File: src/rtl/muldiv_unit.sv
// RV32M iterative multiply/divide: radix-2 shift-add multiply, restoring divide, one bit per cycle.
// Latency 33 cycles from accepted start to done (1 for divide-by-zero/overflow); busy stalls the pipe until done.
module muldiv_unit #(
    parameter int XLEN = 32
) (
    input  logic            clk,
    input  logic            rst,
    input  logic            start,
    input  logic            kill,
    input  logic [4:0]      ALUsel,
    input  logic [XLEN-1:0] a,
    input  logic [XLEN-1:0] b,
    output logic            busy,
    output logic            done,
    output logic [XLEN-1:0] result
);
    typedef enum logic [1:0] {IDLE, CALC, DONE} state_t;

    localparam logic [5:0]      LAST    = 6'(XLEN - 1);
    localparam logic [XLEN-1:0] INT_MIN = {1'b1, {(XLEN-1){1'b0}}};

    state_t            state;
    logic [2:0]        op;
    logic [XLEN-1:0]   opnd;
    logic [2*XLEN-1:0] acc;
    logic              neg_q;
    logic              neg_r;
    logic [5:0]        cnt;

    // Operand decode for the request presented in IDLE
    logic            is_m, is_div, sgn_a, sgn_b, neg_a, neg_b, div_zero, div_ovf;
    logic [XLEN-1:0] mag_a, mag_b, spec_val;

    assign is_m     = (ALUsel[4:3] == 2'b10);
    assign is_div   = ALUsel[2];
    assign sgn_a    = is_div ? ~ALUsel[0] : (ALUsel[1:0] == 2'b01 || ALUsel[1:0] == 2'b10);
    assign sgn_b    = is_div ? ~ALUsel[0] : (ALUsel[1:0] == 2'b01);
    assign neg_a    = sgn_a & a[XLEN-1];
    assign neg_b    = sgn_b & b[XLEN-1];
    assign mag_a    = neg_a ? -a : a;
    assign mag_b    = neg_b ? -b : b;
    assign div_zero = is_div && (b == '0);
    assign div_ovf  = is_div && !ALUsel[0] && (a == INT_MIN) && (b == '1);
    assign spec_val = div_zero ? (ALUsel[1] ? a : '1) : (ALUsel[1] ? '0 : a);

    // One iteration step; acc holds {partial product hi, multiplier} or {remainder, dividend/quotient}
    logic [XLEN:0]     sum, diff;
    logic [2*XLEN-1:0] acc_next, prod;
    logic [XLEN-1:0]   quo, rmd, fin;

    always_comb begin
        sum  = {1'b0, acc[2*XLEN-1:XLEN]} + (acc[0] ? {1'b0, opnd} : '0);
        diff = acc[2*XLEN-1:XLEN-1] - {1'b0, opnd};
        if (op[2])
            acc_next = diff[XLEN] ? {acc[2*XLEN-2:0], 1'b0}
                                  : {diff[XLEN-1:0], acc[XLEN-2:0], 1'b1};
        else
            acc_next = {sum, acc[XLEN-1:1]};
        prod = neg_q ? -acc_next : acc_next;
        quo  = neg_q ? -acc_next[XLEN-1:0] : acc_next[XLEN-1:0];
        rmd  = neg_r ? -acc_next[2*XLEN-1:XLEN] : acc_next[2*XLEN-1:XLEN];
        if (op[2])
            fin = op[1] ? rmd : quo;
        else
            fin = (op[1:0] == 2'b00) ? prod[XLEN-1:0] : prod[2*XLEN-1:XLEN];
    end

    always_ff @(posedge clk or posedge rst) begin
        if (rst) begin
            state  <= IDLE;
            op     <= '0;
            opnd   <= '0;
            acc    <= '0;
            neg_q  <= 1'b0;
            neg_r  <= 1'b0;
            cnt    <= '0;
            busy   <= 1'b0;
            done   <= 1'b0;
            result <= '0;
        end else begin
            done <= 1'b0;
            if (kill) begin
                state <= IDLE;
                busy  <= 1'b0;
            end else begin
                case (state)
                    IDLE: begin
                        if (start && is_m) begin
                            op    <= ALUsel[2:0];
                            opnd  <= is_div ? mag_b : mag_a;
                            acc   <= {{XLEN{1'b0}}, (is_div ? mag_a : mag_b)};
                            neg_q <= neg_a ^ neg_b;
                            neg_r <= neg_a;
                            cnt   <= '0;
                            busy  <= 1'b1;
                            if (div_zero || div_ovf) begin
                                state  <= DONE;
                                result <= spec_val;
                                done   <= 1'b1;
                            end else begin
                                state <= CALC;
                            end
                        end
                    end
                    CALC: begin
                        acc <= acc_next;
                        cnt <= cnt + 6'd1;
                        // Sign fixup rides on the last iteration so result is valid with done
                        if (cnt == LAST) begin
                            state  <= DONE;
                            result <= fin;
                            done   <= 1'b1;
                        end
                    end
                    DONE: begin
                        state <= IDLE;
                        busy  <= 1'b0;
                    end
                    default: begin
                        state <= IDLE;
                        busy  <= 1'b0;
                    end
                endcase
            end
        end
    end
endmodule

File: config.mk
export PLATFORM = sky130hd
export DESIGN_NAME = muldiv_unit
export DESIGN_NICKNAME = d
export VERILOG_FILES = /design/src/rtl/muldiv_unit.sv
export SDC_FILE = /design/constraint.sdc
export NUM_CORES = 1
export LEC_CHECK = 0
export BUFFER_PORTS_ARGS = -buffer_cell sky130_fd_sc_hd__buf_4
export CAP_MARGIN = 15
export CORE_ASPECT_RATIO = 1.25
export CORE_MARGIN = 4
export CORE_UTILIZATION = 23
export DETAILED_ROUTE_END_ITERATION = 16
export PLACE_DENSITY_LB_ADDON = 0.05
export SLEW_MARGIN = 20
export SYNTH_ARGS = -nofsm -noshare
export SYNTH_HDL_FRONTEND = slang
export SYNTH_SLANG_ARGS = --single-unit
File: constraint.sdc
create_clock -name clk -period 8.6 [get_ports clk]
set_input_delay 1.29 -clock clk [delete_from_list [all_inputs] [get_ports clk]]
set_output_delay 1.29 -clock clk [all_outputs]
set_load 0.1 [all_outputs]
==> out/summary.log, run 1 <==
qor: outcome.run_status completed
qor: floorplan.core.rowCount 109
qor: grt.grt_first_pass_wirelength 128000 um
qor: clocking.cts.root.buffer_cell sky130_fd_sc_hd__clkbuf_16
qor: pwr.seq_power_share 0.142
qor: synthesis.synth_cell_type_count 91
qor: routing.drtAntennaViolNets 0
qor: timing.setup_violations 0
qor: synthesis.post_synth_inst_count 2270
qor: floorplan.fp.dieH 308 um
qor: worst_setup_path.reg2reg_slack 1.76 ns
qor: timing.final.setup.tns 0 ns
qor: worst_setup_path.worstPathArrival 7.22 ns
qor: grt.grt_start_max_net_pins 88
qor: placement.gp_routability_congestion 0.905
qor: clocking.post_cts_hold_buffer_count 0
qor: timing.finalClockSkew 0.0162 ns
qor: grt.grt_usage 0.231
qor: pwr.power_frac_comb 0.769
qor: worst_setup_path.critPathMaxFanout 17
qor: synthesis.synth_flop_cell sky130_fd_sc_hd__dfrtp_1
qor: pwr.cellLeakagePower 7.50 nW
qor: routing.wire_per_inst 27.6 um
qor: worst_setup_path.worst_setup_path_startpoint acc[31]
qor: grt.grt.overflow.total 0
qor: grt.first_global_vias 17500
qor: clocking.clk-insertion-delay-late 0.49 ns
qor: worst_setup_path.cp-endpoint result[4]
qor: clocking.cts_buffers 17
qor: synthesis.synth-seq-area-share 0.217
qor: placement.dp_hpwl 70800 um
qor: synthesis.synth_enable_flop_cells 0
qor: worst_setup_path.endpoint_kind register
qor: layout.fraction_of_layout_cells_with_a_size_suffix_above_1 0.102
qor: worst_setup_path.cp_data_required_time 8.99 ns
qor: layout.final_nets 2440
qor: worst_setup_path.ff2ff_path_depth 22
qor: routing.routed_via_density 5.48
qor: timing.layout_worst_path_cycle_share 0.795
qor: floorplan.ioPinCount 107
qor: clocking.cts-htree-levels 4
qor: grt.antenna_violations_before_repair 4
qor: worst_setup_path.worst-setup-path-type reg2reg
qor: worst_setup_path.cp_slowest_stage_delay 0.61 ns
qor: synthesis.avg_cell_area_syn 7.28 sq um
qor: worst_setup_path.crit-reg2reg-launch acc[31]
qor: synthesis.yosys_warnings 0
qor: clocking.tritoncts yes
qor: pwr.max_rail_drop_vdd 0.231 mV
qor: clocking.cts.sinks 143
qor: worst_setup_path.critical_path.cell_chain inv_1 > ha_1 > fa_1 > and2b_1 > o31a_1 > o2111ai_2 > a2111oi_2 > o21ai_1 > a31o_2 > inv_1 > ha_1 > o21ai_0 > or4_1 > nand2b_1 > or2_2 > or2_2 > o41ai_1 > o21ai_0 > xnor2_1 > a222oi_1 > a211oi_1 > a21o_1
qor: placement.port_buffers 106
qor: clocking.cts-root-to-sink-buffers 2
qor: pwr.total_internal_power 0.00348 W
qor: timing.slew_viols_final 0
qor: routing.initialDrtViolationCount 1221
qor: clocking.post_cts_setup_driven_buffer_insertion_count 0
qor: hold_path.hold_class reg2reg
qor: worst_setup_path.worstSetupStartpointType register
qor: timing.final.min_clock_period 6.84 ns
qor: timing.worst_pin_slew 1.09 ns
qor: layout.area_delta_synth_final 14.3%
qor: synthesis.postSynthNetCount 2416
qor: routing.wirelength 89900 um
qor: worst_setup_path.worst_path_max_delay_cell sky130_fd_sc_hd__a2111oi_2
qor: floorplan.placeableCoreArea 70900 sq um
qor: timing.fmaxAchievable 0.146 GHz
qor: pwr.switching_share 0.614
qor: synthesis.async_reset_ff_frac 1.00
qor: worst_setup_path.worst_r2r_endpoint result[4]
qor: floorplan.fp.dieW 248 um
qor: timing.grt_setup_unrepaired false
qor: synthesis.yosys_register_bits 143
qor: timing.whs 0.471 ns
qor: pwr.pwr-share-clk 0.088
qor: routing.post-route-drc-count 0
qor: synthesis.synth_area 16500 sq um
qor: clocking.cts.clk_slew.worst_paths 0.07 ns
qor: clocking.cts.repair.resized 0
qor: pwr.p_per_area 478 nW/um^2
qor: routing.number_of_detailed_route_iterations_in_the_first_pass 5
qor: timing.timing.final.hold_violations 0
qor: floorplan.die-area 76200 sq um
qor: routing.via_count 17800
qor: floorplan.initial_core_utilization 0.233
qor: pwr.p_switching 0.00554 W
qor: job.maxCapViolations 0
qor: timing.relative_max_transition_margin 0.269
==> logic make-up after synthesis <==
logic type | after synthesis | synth area share
AOI/OAI and AO/OA | 787 | 0.308
xor gates and xnor gates | 175 | 0.0928
adders and majority gates | 88 | 0.0653
buffers and inverters | 213 | 0.0494
DFF | 143 | 0.217
muxes | 51 | 0.0318
and+or+nand+nor | 813 | 0.236
==> final cells by class <==
type	instances	area, sq um
clock buffers	20	437
diodes	2	5.00
fillers	7957	52000
well taps	943	1180
inverters	73	279
repair buffers	145	1090
multi-input cells	1914	12200
clock inverters	12	136
flip-flops and latches	143	3580
==> per-stage QoR <==
| stage | setup slack [ns] | power, W | instance area (sq um) | cells | util |
|---|---|---|---|---|---|
| final | 1.76 | 0.00902 | 18900 | 3252 | 0.266 |
| after global routing | 1.23 | 0.00958 | 18900 | 3250 | 0.266 |
| after CTS | 1.77 | 0.00902 | 18900 | 3250 | 0.266 |
| after detailed placement | 1.79 | 0.00817 | 18300 | 3218 | 0.258 |
| after global placement | 1.82 | 0.00821 | 18300 | 3218 | 0.258 |
| after floorplan | 2.46 | 0.00570 | 16500 | 2270 | - |
==> cells in the mapped netlist, drive strengths merged (42+ instances only) <==
cell type / instances / area [sq um]
a21oi: 198 / 1000
clkbuf: 115 / 432
dfrtp: 143 / 3580
ha: 71 / 888
inv: 71 / 267
mux2i: 42 / 424
nand2: 304 / 1140
nor2: 170 / 646
nor3: 67 / 350
o21ai: 228 / 1140
o31ai: 44 / 330
xnor2: 98 / 858
xor2: 77 / 674
==> layout by cell type (no fill, tap or decap), types with 30 or more instances in the layout <==
cell type,n
sky130_fd_sc_hd__o211ai_1,32
sky130_fd_sc_hd__ha_1,71
sky130_fd_sc_hd__nand2_1,302
sky130_fd_sc_hd__buf_4,145
sky130_fd_sc_hd__a31oi_1,30
sky130_fd_sc_hd__xor2_1,77
sky130_fd_sc_hd__a21oi_1,197
sky130_fd_sc_hd__nand4_1,39
sky130_fd_sc_hd__mux2i_1,41
sky130_fd_sc_hd__nor2_1,168
sky130_fd_sc_hd__xnor2_1,98
sky130_fd_sc_hd__inv_1,69
sky130_fd_sc_hd__nand3_1,38
sky130_fd_sc_hd__o21ai_0,219
sky130_fd_sc_hd__o31ai_1,44
sky130_fd_sc_hd__dfrtp_1,141
sky130_fd_sc_hd__and2_1,39
sky130_fd_sc_hd__o221ai_1,37
sky130_fd_sc_hd__nor3_1,64
==> how the worst min path moves through the flow <==
stage	start	end	slack, ns	cells past startpoint
after floorplan	opnd[10]	opnd[10]	0.46	2
after global placement	result[29]	result[29]	0.47	2
after detailed placement	result[29]	result[29]	0.46	2
after CTS	result[29]	result[29]	0.48	2
after global routing	result[2]	result[2]	0.52	2
final	result[29]	result[29]	0.47	2
==> power by group through the flow <==
stage	logic [W]	registers, W	clock network, W
3_5_place_dp	0.00687	0.00130	0
2_1_floorplan	0.00406	0.00164	0
4_1_cts	0.00692	0.00129	0.000814
5_1_grt	0.00742	0.00132	0.000838
3_3_place_gp	0.00692	0.00129	0
6_report	0.00694	0.00128	0.000798
==> per-layer routing <==
metal / wire [um] / share of wire / GRT usage
met1: 37000 / 0.41 / 0.278
met2: 45700 / 0.51 / 0.414
met3: 3190 / 0.035 / 0.0252
met4: 3980 / 0.044 / 0.0986
met5: 20 / 0.00022 / 0
==> critical path: cells and delay by family, from the launching register on <==
kind,cells,cell delay [ns]
XOR/XNOR,1,0.18
flip-flops,1,0.42
AO/OA/AOI/OAI,11,3.25
AND/OR/NAND/NOR,5,1.99
buffers and inverters,2,0.14
adder cells (fa/ha/maj),3,0.73
==> registers in the layout, indices dropped and copies added (netlist names) <==
register / flops
acc: 64
busy: 1
cnt: 6
done: 1
neg_q: 1
neg_r: 1
op: 3
opnd: 32
result: 32
state: 2
Power figures use the tool's default switching activity.
==> run 2: changes to the inputs <==
Clock period 8.6 ns to 6.2 ns, I/O delays scaled along.
==> run 2 against run 1 <==
Worst hold slack hardly changed. Register-to-register slack worse by 1.4 ns. Total power is 43% higher.
==> out/summary.log, run 2 (synthesis gave the netlist of run 1 again) <==
qor: clocking.tritoncts yes
qor: clocking.cts.sinks 143
qor: floorplan.fp.dieW 248 um
qor: pwr.cellLeakagePower 7.90 nW
qor: pwr.total_internal_power 0.00522 W
qor: grt.grt.overflow.total 0
qor: floorplan.core.rowCount 109
qor: timing.final.setup.tns 0 ns
qor: layout.cell_area_after_layout 19500 sq um
qor: clocking.clk-insertion-delay-late 0.48 ns
qor: worst_setup_path.worstPathArrival 6.26 ns
qor: grt.grt_start_max_net_pins 76
qor: pwr.p_per_area 659 nW/um^2
qor: clocking.cts.root.buffer_cell sky130_fd_sc_hd__clkbuf_16
qor: worst_setup_path.cp_data_required_time 6.58 ns
qor: worst_setup_path.critPathMaxFanout 5
qor: timing.relative_max_transition_margin 0.210
qor: floorplan.initial_core_utilization 0.233
qor: routing.via_count 18000
qor: outcome.run_status completed
qor: layout.most_frequent_cells_in_the_layout sky130_fd_sc_hd__nand2_1, sky130_fd_sc_hd__buf_4, sky130_fd_sc_hd__o21ai_0
qor: hold_path.hold_class reg2reg
qor: timing.setup_violations 0
qor: routing.routed_via_density 5.40
qor: clocking.cts-root-to-sink-buffers 2
qor: placement.dp_hpwl 72300 um
qor: timing.layout_worst_path_cycle_share 0.949
qor: grt.first_global_vias 18200
qor: placement.postPlaceCellArea 18900 sq um
qor: timing.fmaxAchievable 0.170 GHz
qor: floorplan.ioPinCount 107
qor: grt.grt_first_pass_wirelength 131000 um
qor: timing.slew_viols_final 0
qor: pwr.pwr-share-clk 0.088
qor: clocking.cts_buffers 17
qor: pwr.switching_share 0.595
qor: timing.finalClockSkew 0.0175 ns
qor: clocking.cts.clk_slew.worst_paths 0.07 ns
qor: timing.whs 0.472 ns
qor: layout.largest_register_ffs 64
qor: floorplan.die-area 76200 sq um
qor: pwr.p_switching 0.00766 W
qor: layout.layout_top_registers acc x64, opnd x32, result x32
qor: pwr.fin_total_pwr 0.0129 W
qor: timing.final.min_clock_period 5.88 ns
qor: layout.final_nets 2518
qor: clocking.post_cts_hold_buffer_count 0
qor: pwr.max_rail_drop_vdd 0.238 mV
qor: routing.drtAntennaViolNets 0
qor: layout.fraction_of_layout_cells_with_a_size_suffix_above_1 0.133
qor: job.maxCapViolations 0
qor: timing.timing.final.hold_violations 0
qor: floorplan.fp.dieH 308 um
qor: timing.worst_pin_slew 1.17 ns
qor: routing.post-route-drc-count 0
qor: pwr.power_frac_comb 0.771
qor: layout.area_delta_synth_final 18.3%
qor: worst_setup_path.worst-setup-path-type reg2reg
qor: routing.wire_per_inst 27.0 um
qor: grt.grt_usage 0.235
qor: layout.register_with_the_most_flip_flops acc
qor: clocking.cts-htree-levels 4
qor: worst_setup_path.worstSetupStartpointType register
qor: worst_setup_path.reg2reg_slack 0.32 ns
qor: worst_setup_path.endpoint_kind register
qor: placement.port_buffers 106
qor: layout.most_frequent_standard_cell_in_the_layout_excluding_fill_and_tap_cells sky130_fd_sc_hd__nand2_1
qor: pwr.seq_power_share 0.141
qor: grt.antenna_violations_before_repair 5
qor: routing.initialDrtViolationCount 1371
qor: routing.number_of_detailed_route_iterations_in_the_first_pass 6
qor: layout.postLayoutCoreUtil 0.275
qor: placement.gp_routability_congestion 0.958
qor: timing.grt_setup_unrepaired false
qor: floorplan.placeableCoreArea 70900 sq um
qor: routing.wirelength 90000 um
run 2: power groups by stage:
stage	Sequential [W]	Combinational, W	Clock, W
floorplan	0.00228	0.00563	0
global placement	0.00183	0.00990	0
detailed placement	0.00183	0.00985	0
CTS	0.00182	0.00991	0.00116
global route	0.00188	0.0107	0.00119
finish	0.00182	0.00993	0.00113
run 2: layer usage:
layer,track usage,part of all wire
met1,0.284,0.41
met2,0.425,0.51
met3,0.0226,0.031
met4,0.0921,0.042
met5,0,0
run 2: final timing paths:
check                           start         end  cells after the start
max in group asynchronous         rst    opnd[28]                      3
max reg2reg                   opnd[0]   result[4]                     21
max                           opnd[0]   result[4]                     21
min reg2reg                result[29]  result[29]                      2
min                        result[29]  result[29]                      2
min in group asynchronous         rst      cnt[3]                      2
run 2: final cells by class:
class / count / area (sq um)
Antenna cell: 1 / 2.50
Clock buffer: 20 / 447
Clock inverter: 12 / 143
Fill cell: 7860 / 51400
Inverter: 73 / 279
Multi-Input combinational cell: 1914 / 12200
Sequential cell: 143 / 3580
Tap cell: 943 / 1180
Timing Repair Buffer: 223 / 1700
run 2: metrics by stage:
step	setup slack (ns)	cells
5_1_grt	0.0331	3328
4_1_cts	0.133	3328
3_5_place_dp	0.170	3296
3_3_place_gp	0.251	3296
6_report	0.317	3329
2_1_floorplan	0.0575	2270
run 2: what timing repair did:
item,CTS,global route
setup buffers,0,0
endpoints found under the setup margin,0,1
hold endpoints to repair,0,0
gates resized for setup,0,4
run 2: worst max-delay path, stage by stage, from the launching register on:
cell                        delay (ns)
sky130_fd_sc_hd__dfrtp_1          0.39
sky130_fd_sc_hd__ha_1             0.23
sky130_fd_sc_hd__fa_1             0.38
sky130_fd_sc_hd__and2b_1          0.25
sky130_fd_sc_hd__o31a_1           0.31
sky130_fd_sc_hd__o2111ai_2        0.23
sky130_fd_sc_hd__a2111oi_4        0.41
sky130_fd_sc_hd__o21ai_1          0.14
sky130_fd_sc_hd__a31o_2           0.30
sky130_fd_sc_hd__inv_1            0.06
sky130_fd_sc_hd__ha_1             0.16
sky130_fd_sc_hd__o21ai_1          0.12
sky130_fd_sc_hd__or4_1            0.57
sky130_fd_sc_hd__nand2b_1         0.19
sky130_fd_sc_hd__or2_2            0.31
sky130_fd_sc_hd__or2_2            0.32
sky130_fd_sc_hd__o41ai_2          0.40
sky130_fd_sc_hd__o21ai_0          0.15
sky130_fd_sc_hd__xnor2_1          0.15
sky130_fd_sc_hd__a222oi_1         0.40
sky130_fd_sc_hd__a211oi_1         0.13
sky130_fd_sc_hd__a21o_1           0.17
==> run 3: changes to the inputs <==
Settings changed: ABC_AREA set to 1.
==> run 3 against run 2 <==
First-iteration DRC count up 21%. Register-to-register slack better by 0.68 ns. Sequential share of layout area down 0.83 points. Largest cell class unchanged. Global-route usage up 1.8 points. Clock skew down 0.0018 ns. Flip-flop and latch count unchanged. Highest routed layer unchanged.
==> out/summary.log, run 3 <==
qor: grt.grt_first_pass_wirelength 152000 um
qor: layout.register_with_the_most_flip_flops acc
qor: clocking.cts.repair.resized 0
qor: synthesis.post_synth_inst_count 3086
qor: timing.timing.final.hold_violations 0
qor: layout.most_frequent_standard_cell_in_the_layout_excluding_fill_and_tap_cells sky130_fd_sc_hd__nand2_1
qor: synthesis.yosys_register_bits 143
qor: floorplan.fp.dieW 258 um
qor: placement.gp_routability_congestion 0.929
qor: layout.antenna-diode-count 0
qor: worst_setup_path.reg2reg_slack 1.00 ns
qor: routing.post-route-drc-count 0
qor: routing.wirelength 107000 um
qor: timing.fmaxAchievable 0.192 GHz
qor: floorplan.fp.dieH 320 um
qor: layout.layout_top_registers acc x64, opnd x32, result x32
qor: worst_setup_path.endpoint_kind register
qor: timing.final.setup.tns 0 ns
qor: worst_setup_path.cp_slowest_stage_delay 0.42 ns
qor: synthesis.yosys.cell_count.top_type sky130_fd_sc_hd__nand2_1
qor: layout.largest_register_ffs 64
qor: clocking.cts.clk_slew.worst_paths 0.07 ns
qor: layout.most_frequent_cells_in_the_layout sky130_fd_sc_hd__nand2_1, sky130_fd_sc_hd__inv_1, sky130_fd_sc_hd__nand3_1
qor: clocking.cts-root-to-sink-buffers 2
qor: worst_setup_path.crit-reg2reg-launch opnd[10]
qor: synthesis.post_synth_top_area_share 0.201
qor: floorplan.initial_core_utilization 0.232
qor: floorplan.placeableCoreArea 77300 sq um
qor: clocking.cts.sinks 143
qor: job.maxCapViolations 0
qor: timing.final.min_clock_period 5.20 ns
qor: clocking.cts.root.buffer_cell sky130_fd_sc_hd__clkbuf_16
qor: routing.wire_per_inst 25.5 um
qor: outcome.run_status completed
qor: worst_setup_path.critPathMaxFanout 31
qor: layout.fraction_of_layout_cells_with_a_size_suffix_above_1 0.0964
qor: placement.dp_hpwl 88000 um
qor: synthesis.postSynthNetCount 3232
qor: grt.grt.overflow.total 0
qor: clocking.cts-htree-levels 4
qor: routing.routed_via_density 5.05
qor: synthesis.synth_flop_cell sky130_fd_sc_hd__dfrtp_1
qor: synthesis.yosys-top-cells-area sky130_fd_sc_hd__nand2_1, sky130_fd_sc_hd__dfrtp_1, sky130_fd_sc_hd__inv_1, sky130_fd_sc_hd__nand3_1, sky130_fd_sc_hd__o21ai_0
qor: layout.area_delta_synth_final 14.1%
qor: synthesis.async_reset_ff_frac 1.00
qor: worst_setup_path.timing.critical_path.max_delay_family simple AND/OR/NAND/NOR gates
qor: synthesis.synth_cell_type_count 55
qor: routing.drtAntennaViolNets 0
qor: grt.first_global_vias 20900
qor: floorplan.ioPinCount 107
qor: grt.grt_start_max_net_pins 80
qor: worst_setup_path.worst_setup_path_startpoint opnd[10]
qor: synthesis.synth_area 17900 sq um
qor: worst_setup_path.worstSetupStartpointType register
qor: timing.finalClockSkew 0.0157 ns
qor: worst_setup_path.worstPathArrival 5.58 ns
qor: floorplan.die-area 82500 sq um
qor: timing.relative_max_transition_margin 0.238
qor: clocking.clk-insertion-delay-late 0.50 ns
qor: synthesis.yosys_warnings 0
qor: clocking.tritoncts yes
qor: synthesis.synth.cells.most_frequent sky130_fd_sc_hd__nand2_1, sky130_fd_sc_hd__inv_1, sky130_fd_sc_hd__nand3_1, sky130_fd_sc_hd__nor2_1, sky130_fd_sc_hd__o21ai_0
qor: synthesis.synth-seq-area-share 0.200
qor: synthesis.avg_cell_area_syn 5.81 sq um
qor: layout.final_nets 3287
qor: clocking.post_cts_hold_buffer_count 0
qor: worst_setup_path.worst_path_max_delay_cell sky130_fd_sc_hd__dfrtp_1
qor: worst_setup_path.worst-setup-path-type reg2reg
qor: timing.layout_worst_path_cycle_share 0.839
qor: timing.worst_pin_slew 1.13 ns
qor: synthesis.synth_largest_area_cell sky130_fd_sc_hd__nand2_1
qor: timing.grt_setup_unrepaired false
qor: routing.number_of_detailed_route_iterations_in_the_first_pass 5
qor: grt.grt_usage 0.253
qor: synthesis.synth_enable_flop_cells 0
qor: worst_setup_path.timing.critical_path.mode_cell sky130_fd_sc_hd__nand2_1
qor: placement.port_buffers 106
qor: floorplan.core.rowCount 114
qor: hold_path.hold_class in2async
qor: grt.antenna_violations_before_repair 0
qor: worst_setup_path.crit_buf_inv 4
qor: routing.via_count 21200
qor: routing.initialDrtViolationCount 1656
qor: timing.slew_viols_final 0
qor: clocking.cts_buffers 17
qor: worst_setup_path.cp_data_required_time 6.58 ns
qor: timing.setup_violations 0
qor: clocking.post_cts_setup_driven_buffer_insertion_count 0
## run 3: stage by stage
step | utilization | instances | setup slack, ns | hold WS (ns) | cell area, sq um
floorplan | - | 3086 | 1.43 | 0.454 | 17900
global placement | 0.257 | 4166 | 1.15 | 0.472 | 19900
detailed placement | 0.257 | 4166 | 1.09 | 0.468 | 19900
CTS | 0.265 | 4198 | 1.09 | 0.472 | 20500
global route | 0.265 | 4198 | 0.537 | 0.494 | 20500
finish | 0.265 | 4198 | 1.00 | 0.469 | 20500
## run 3: per-layer routing
metal  track usage  vias to the layer above  part of all wire
li1              -                    10100                 -
met1         0.296                    10200              0.40
met2         0.464                      692              0.51
met3        0.0223                      149             0.033
met4         0.122                        0             0.054
met5             0                        -                 0
## run 3: final timing paths
kind,to,cells past startpoint
max,result[12],35
min,cnt[3],2
max reg2reg,result[12],35
min reg2reg,result[7],2
max in group asynchronous,acc[58],3
min in group clk,result[7],2
## run 3: cells by family after synthesis
| group | share of synthesized area |
|---|---|
| DFF | 0.200 |
| adders and majority gates | 0.0529 |
| AOI/OAI and AO/OA | 0.172 |
| and+or+nand+nor | 0.400 |
| buffers and inverters | 0.120 |
| xor gates and xnor gates | 0.0562 |
## run 3: final cells by class
cell class                 count  area, sq um
clock buffer                  19          433
clock inverter                13          154
fill                        8943        56800
inverter                     439         1650
multi-input combinational   2392        12200
sequential                   143         3580
tap                         1044         1310
timing repair buffer         148         1110
Power of run 3 is left out: the tool's default activity adds up to more than one toggle a clock period on the data nets, which glitch-free logic cannot reach.
